--- src/rtl/fir_window_sequencer.sv ---
// Sample-queue controller: decimated RAM writes, fill tracking, and window read bursts for the FIR MAC.
// Optional build macro FIR_SEQ_OVERRUN_EN adds a sticky overrun flag for merged (lost) bursts.
module fir_window_sequencer #(
  parameter int ADDR_W  = 10,
  parameter int WIN_LEN = 1021,
  parameter int DECIM   = 2
) (
  input  logic              clk,
  input  logic              rst_n,
  input  logic              wrt_smpl,
  output logic              we,
  output logic [ADDR_W-1:0] waddr,
  output logic [ADDR_W-1:0] raddr,
  output logic              sequencing,
  output logic              rd_vld,
  output logic [ADDR_W-1:0] coef_idx,
  output logic              first_smpl,
  output logic              last_smpl,
  output logic              full
`ifdef FIR_SEQ_OVERRUN_EN
  ,
  output logic              overrun
`endif
);

  // state | meaning
  // FILL  | queue not yet holding WIN_LEN samples
  // IDLE  | window available, waiting for a new accepted sample (or pending burst)
  // SEQ   | issuing WIN_LEN read addresses, oldest sample first

  localparam int                DEC_W    = (DECIM > 1) ? $clog2(DECIM) : 1;
  localparam logic [DEC_W-1:0]  DEC_LAST = DEC_W'(DECIM - 1);
  localparam logic [ADDR_W-1:0] WIN      = ADDR_W'(WIN_LEN);
  localparam logic [ADDR_W-1:0] IDX_LAST = ADDR_W'(WIN_LEN - 1);

  typedef enum logic [1:0] {FILL, IDLE, SEQ} state_t;

  state_t             state, state_nxt;
  logic [DEC_W-1:0]   dec_cnt;
  logic [ADDR_W-1:0]  wr_ptr, wr_ptr_nxt;
  logic [ADDR_W-1:0]  fill_cnt, fill_nxt;
  logic [ADDR_W-1:0]  idx;
  logic               pending;
  logic               accepted;
  logic               enter_seq;
  logic               burst_done;

  assign accepted   = wrt_smpl && (dec_cnt == DEC_LAST);
  assign we         = accepted;
  assign waddr      = wr_ptr;
  assign wr_ptr_nxt = accepted ? wr_ptr + ADDR_W'(1) : wr_ptr;
  assign fill_nxt   = (accepted && (fill_cnt != WIN)) ? fill_cnt + ADDR_W'(1) : fill_cnt;
  assign burst_done = (state == SEQ) && (idx == IDX_LAST);

  always_comb begin
    state_nxt = state;
    enter_seq = 1'b0;
    unique case (state)
      FILL: begin
        if (accepted && (fill_cnt == IDX_LAST)) begin
          state_nxt = SEQ;
          enter_seq = 1'b1;
        end
      end
      IDLE: begin
        if (accepted || pending) begin
          state_nxt = SEQ;
          enter_seq = 1'b1;
        end
      end
      SEQ: begin
        if (burst_done) state_nxt = IDLE;
      end
      default: state_nxt = FILL;
    endcase
  end

  always_ff @(posedge clk or negedge rst_n) begin
    if (!rst_n) state <= FILL;
    else        state <= state_nxt;
  end

  always_ff @(posedge clk or negedge rst_n) begin
    if (!rst_n) begin
      dec_cnt    <= '0;
      wr_ptr     <= '0;
      fill_cnt   <= '0;
      full       <= 1'b0;
      raddr      <= '0;
      idx        <= '0;
      pending    <= 1'b0;
      sequencing <= 1'b0;
      rd_vld     <= 1'b0;
      coef_idx   <= '0;
      first_smpl <= 1'b0;
      last_smpl  <= 1'b0;
    end else begin
      if (wrt_smpl) dec_cnt <= accepted ? '0 : dec_cnt + DEC_W'(1);
      wr_ptr   <= wr_ptr_nxt;
      fill_cnt <= fill_nxt;
      full     <= (fill_nxt == WIN);

      // base uses the post-increment pointer so a write on the launch cycle joins this window
      if (enter_seq) begin
        raddr   <= wr_ptr_nxt - WIN;
        idx     <= '0;
        pending <= 1'b0;
      end else begin
        if ((state == SEQ) && !burst_done) begin
          raddr <= raddr + ADDR_W'(1);
          idx   <= idx + ADDR_W'(1);
        end
        if (accepted && (state == SEQ)) pending <= 1'b1;
      end

      sequencing <= (state_nxt == SEQ);
      rd_vld     <= sequencing;
      coef_idx   <= sequencing ? idx : '0;
      first_smpl <= sequencing && (idx == '0);
      last_smpl  <= sequencing && (idx == IDX_LAST);
    end
  end

`ifdef FIR_SEQ_OVERRUN_EN
  always_ff @(posedge clk or negedge rst_n) begin
    if (!rst_n)                   overrun <= 1'b0;
    else if (accepted && pending) overrun <= 1'b1;
  end
`endif

endmodule

--- config.mk ---
export PLATFORM = sky130hd
export DESIGN_NAME = fir_window_sequencer
export DESIGN_NICKNAME = d
export VERILOG_FILES = /design/src/rtl/fir_window_sequencer.sv
export SDC_FILE = /design/constraint.sdc
export NUM_CORES = 1
export LEC_CHECK = 0
export BUFFER_PORTS_ARGS = -buffer_cell sky130_fd_sc_hd__buf_2
export CAP_MARGIN = 20
export CORE_UTILIZATION = 62
export DETAILED_ROUTE_END_ITERATION = 16
export PLACE_DENSITY = 0.86
export SYNTH_ARGS = -nofsm -noshare
export SYNTH_HDL_FRONTEND = slang
export SYNTH_SLANG_ARGS = --single-unit
--- constraint.sdc ---
create_clock -name clk -period 6.4 [get_ports clk]
set_input_delay 0.32 -clock clk [delete_from_list [all_inputs] [get_ports clk]]
set_output_delay 0.32 -clock clk [all_outputs]
set_load 0.01 [all_outputs]
# [Word level (Yosys, flattened, before mapping)]
# Cells that the tools add are included.
[op_classes] addsub=6 n_eq_ne=7 reduce_logical=14 muxes=17
[ops] operator="$mux W10" n=7
[ops] operator="$add A10 B1 Y10 const B" n=4
[ops] operator="$eq A10 B10 Y1 const B" n=3
[ops] operator="$logic_not A10 Y1" n=1
[ops] operator="$ne A10 B10 Y1 const B" n=1
[ops] operator="$sub A10 B10 Y10 const B" n=1
[ops] operator="$logic_and A1 B1 Y1" n=8
[ops] operator="$mux W2" n=3
[ops] operator="$pmux W2 S3" n=1
[ops] operator="$mux W1" n=5
[ops] operator="$eq A2 B2 Y1 const B" n=2
[ops] operator="$reduce_bool A2 Y1" n=2
[ops] operator="$eq A2 B1 Y1 const B" n=1
[ops] operator="$logic_not A2 Y1" n=1
[ops] operator="$pmux W1 S2" n=1
[ops] operator="$add A1 B1 Y1 const B" n=1
[ops] operator="$logic_not A1 Y1" n=1
[ops] operator="$logic_or A1 B1 Y1" n=1
[totals] input_bits=3 register_bits=59 out_inout_bits=36

# [Longest topological paths before layout]
[depth] depth_word=6 ltp_mapped=10 mapped_depth_nobuf=9

# [Worst setup path before layout]
# OpenSTA, ideal clock, no wires.
[synth_path] kind="reg-to-reg" from="register fill_cnt[1]" to="register full" arrival_time_ns=1.926 t_required_ns=6.305 path_stages_with_launch=8 slack_ns=4.379 path_cell_list="dfrtp_1 -> inv_1 -> ha_1 -> and2_4 -> a311oi_4 -> xnor2_1 -> or4b_1 -> nor4b_2"
[synth_between] elab_chain_len=4 elab_cells_between_ends=5 cone_classes="add/sub (1); eq/ne (2); mux (1); reduce/logical (1)"
[synth_rtl] item="from (decl)" line_no="41" source="logic [ADDR_W-1:0] fill_cnt, fill_nxt;"
[synth_rtl] item="from (signal assigned)" line_no="100" source="fill_cnt <= fill_nxt;"
[synth_rtl] item="branches (longest 2 deep; another with $add A10 B1 Y10)"
[synth_rtl] item="$mux W10 *" line_no="52" source="assign fill_nxt = (accepted && (fill_cnt != WIN)) ? fill_cnt + ADDR_W'(1) : fill_cnt;"
[synth_rtl] item="$eq A10 B10 Y1 *" line_no="101" source="full <= (fill_nxt == WIN);"
[synth_rtl] item="to (signal assigned)" line_no="101"
[synth_rtl] item="to (decl)" line_no="19" source="output logic full"
# Every way passes the cells marked *.
# A chain may end at the register's enable or synchronous reset.

# [Final worst setup path]
[layout_path] from="register dec_cnt" to="register raddr[8]"
[layout_between] elab_cells_between_ends=10 cone_classes="add/sub (1); mux (5); reduce/logical (4)"
[layout_lines] item="from (decl)" line_no="39" source="logic [DEC_W-1:0] dec_cnt;"
[layout_lines] item="from (signal assigned)" line_no="98" source="if (wrt_smpl) dec_cnt <= accepted ? '0 : dec_cnt + DEC_W'(1);"
[layout_lines] item="$logic_and A1 B1 Y1" line_no="48" source="assign accepted = wrt_smpl && (dec_cnt == DEC_LAST);"
[layout_lines] item="$mux W10" line_no="51" source="assign wr_ptr_nxt = accepted ? wr_ptr + ADDR_W'(1) : wr_ptr;"
[layout_lines] item="via wr_ptr_nxt[1]" line_no="40" source="logic [ADDR_W-1:0] wr_ptr, wr_ptr_nxt;"
[layout_lines] item="$sub A10 B10 Y10" line_no="105" source="raddr <= wr_ptr_nxt - WIN;"
[layout_lines] item="$mux W10" line_no="104" source="if (enter_seq) begin"
[layout_lines] item="to (signal assigned)" line_no="105"
[layout_lines] item="to (signal assigned)" line_no="110" source="raddr <= raddr + ADDR_W'(1);"
[layout_lines] item="to (decl)" line_no="13" source="output logic [ADDR_W-1:0] raddr,"
# The timed path passes the listed nets, and every way through them passes these cells.

==> results.ini <==
[cells_and_area]
areaGrowthSynthToFinish_pct=13.11
drive_gt1_share_pct=19.12
antenna_cells=0
final_common_cell=dfrtp_1
nFillCells=313
multi_input_area_um2=1433
finish.utilization_pct=75.47
nets=346
final_cell_mix=dfrtp_1 (59), buf_2 (38), nand2_1 (26)
seq_area_um2=1476

[worst_setup_path]
crit_fanout=9
end_kind=flop
critPathArrivalTime_ps=2470
path_class=flop to flop
start_kind=flop
critPathRequiredTime_ps=6630

[synth]
syn_inst=291
netlist_area_um2=3005
synthFlopType=dfrtp_1
syn_avg_cell_area_um2=10.33
synth_fp_nets=302
ys_ff_latch=59
synth_edf_count=0
postSynth.asyncResetShare_pct=100.0
synth.area.top_cells=dfrtp_1 (49%), xnor2_1 (4.4%), xor2_1 (3.5%)
yosysWarnings=0
ys_types=47
synth_top_area_share_pct=49.13
yosysTopAreaCell=dfrtp_1
ys_seq_area_share_pct=49.13

[grt]
antenna_found_initial=0
grt_pass1_wl_um=10320
grt_pass1_vias=2274
grt_max_degree=60
overflow=0
grt_use_total_pct=26.37

[clock_network]
cts_sinks=59
cts_buffers=9
ctsHoldBuffers=0
clk_latency_ps=340
cts_tree=done
cts-resized-gates=0
clkTransAtPathRegs_ps=70
root_buffer=clkbuf_8
cts_setup_buffers=0
cts_buffer_depth=2
cts_max_level=3

[detailed_routing]
dr.pass1.iters=4
drtIter0Drc=197
avgViaCountPerCell=6.048
totalWireLength_um=5809
drc_errors=0
vias=2371
ant_nets=0
wire_per_inst_um=14.82

[placed_design]
gp_congestion=0.8394
hpwlAfterDp_um=4002
pre_cts_ws_ps=4205
portBuffers=38

[power]
leakage_nw=1.523
ir_drop_uv=306.1
p_per_area_nw_per_um2=343.6

[timing]
rsz0062_at_grt=false
finalHoldViolCount=0
skew_ps=6.893
tns_ps=0
final_min_period_over_clock_period_pct=35.10
setup_viol=0
worst_pin_slew_ps=810.4
drv_slew=0
hold_slack_ps=123.6
max_freq_mhz=445.2
relSlewSlack_pct=45.29
period_needed_ps=2246
fin_ws_ps=4154

[worst_hold_path]
hold_class=primary input to async pin

[die]
ios=39
fp.dieW_um=71.63
die_y_um=71.63
die_area_um2=5130
rows=24
core_area_um2=4504
start_util_pct=66.72

[job]
maxCapViolations=0

[run_status]
status=finished clean

-- power breakdown --
part	switching, mW	leakage (nW)	internal, mW
Combinational	0.209	0.703	0.145
Sequential	0.0834	0.734	0.434
Clock	0.146	0.0863	0.150
-- kinds of logic after synthesis --
group,synth area share (%)
buffers and inverters,3.205
xor gates and xnor gates,7.869
adders and majority gates,3.331
muxes,2.415
DFF,49.13
and+or+nand+nor,21.52
AOI/OAI and AO/OA,12.53
-- worst max-delay path, cell delays in order, from the launching register on --
cell and delay (ps):
dfrtp_1 530, nand2_1 190, inv_1 220, nand2_1 80, nand2_1 80, inv_1 50, ha_1 220, a211oi_2 400
nand3_1 120, o221a_2 240
-- registers in the layout, summed over array words and instances, names as in the netlist --
| name | cells |
|---|---|
| first_smpl | 1 |
| last_smpl | 1 |
| full | 1 |
| dec_cnt | 1 |
| rd_vld | 1 |
| sequencing | 1 |
| coef_idx | 10 |
| idx | 10 |
| waddr | 10 |
| pending | 1 |
| raddr | 10 |
| fill_cnt | 10 |
| state | 2 |
-- final timing paths --
kind	end	slack, ps	cells after the start	startpoint
worst max-delay path	raddr[8]$_DFFE_PN0P_	4150	9	dec_cnt$_DFFE_PN0P_
worst min-delay path	fill_cnt[8]$_DFF_PN0_	120	2	rst_n
worst max register to register	raddr[8]$_DFFE_PN0P_	4150	9	dec_cnt$_DFFE_PN0P_
worst min register to register	waddr[9]$_DFF_PN0_	500	1	waddr[9]$_DFF_PN0_
max in group asynchronous	waddr[6]$_DFF_PN0_	5800	2	rst_n
min in group clk	dec_cnt$_DFFE_PN0P_	310	2	wrt_smpl
-- layout make-up --
class | count | share of cell area, %
tap | 52 | 1.914
multi-input combinational | 211 | 42.14
clock buffer | 12 | 4.269
inverter | 15 | 1.656
timing repair buffer | 39 | 5.815
clock inverter | 4 | 0.7729
sequential | 59 | 43.43
-- per-layer routing --
| metal | global-route usage [%] | up-vias | share of wire [%] |
|---|---|---|---|
| met2 | 42.14 | 67 | 49 |
| met4 | 14.81 | 0 | 1.5 |
| met1 | 34.06 | 1160 | 44 |
| met5 | 0 | - | 0 |
| li1 | - | 1136 | - |
| met3 | 4.923 | 8 | 5.1 |
-- Yosys cell counts, types with 3 or more instances --
master and number:
xor2_1 12, and3_1 6, a22oi_1 4, o21a_1 4
ha_1 8, nand2_1 26, inv_1 15, a21oi_1 5
nor4_1 5, nand4_1 10, clkbuf_1 4, o31ai_1 6
nand3_1 17, and2_1 12, o311ai_0 3, or3_1 6
dfrtp_1 59, nor2_1 15, nor3_1 6, xnor2_1 15
o21ai_0 16, mux2i_1 5, nand2b_1 3
-- stage by stage --
stage / instances / area, µm² / power, mW
6_report: 392 / 3400 / 1.168
5_1_grt: 392 / 3400 / 1.242
4_1_cts: 392 / 3400 / 1.174
3_3_place_gp: 376 / 3228 / 0.8607
3_5_place_dp: 376 / 3228 / 0.8714
2_1_floorplan: 291 / 3005 / 0.7579
(Power assumes the default switching activity.)
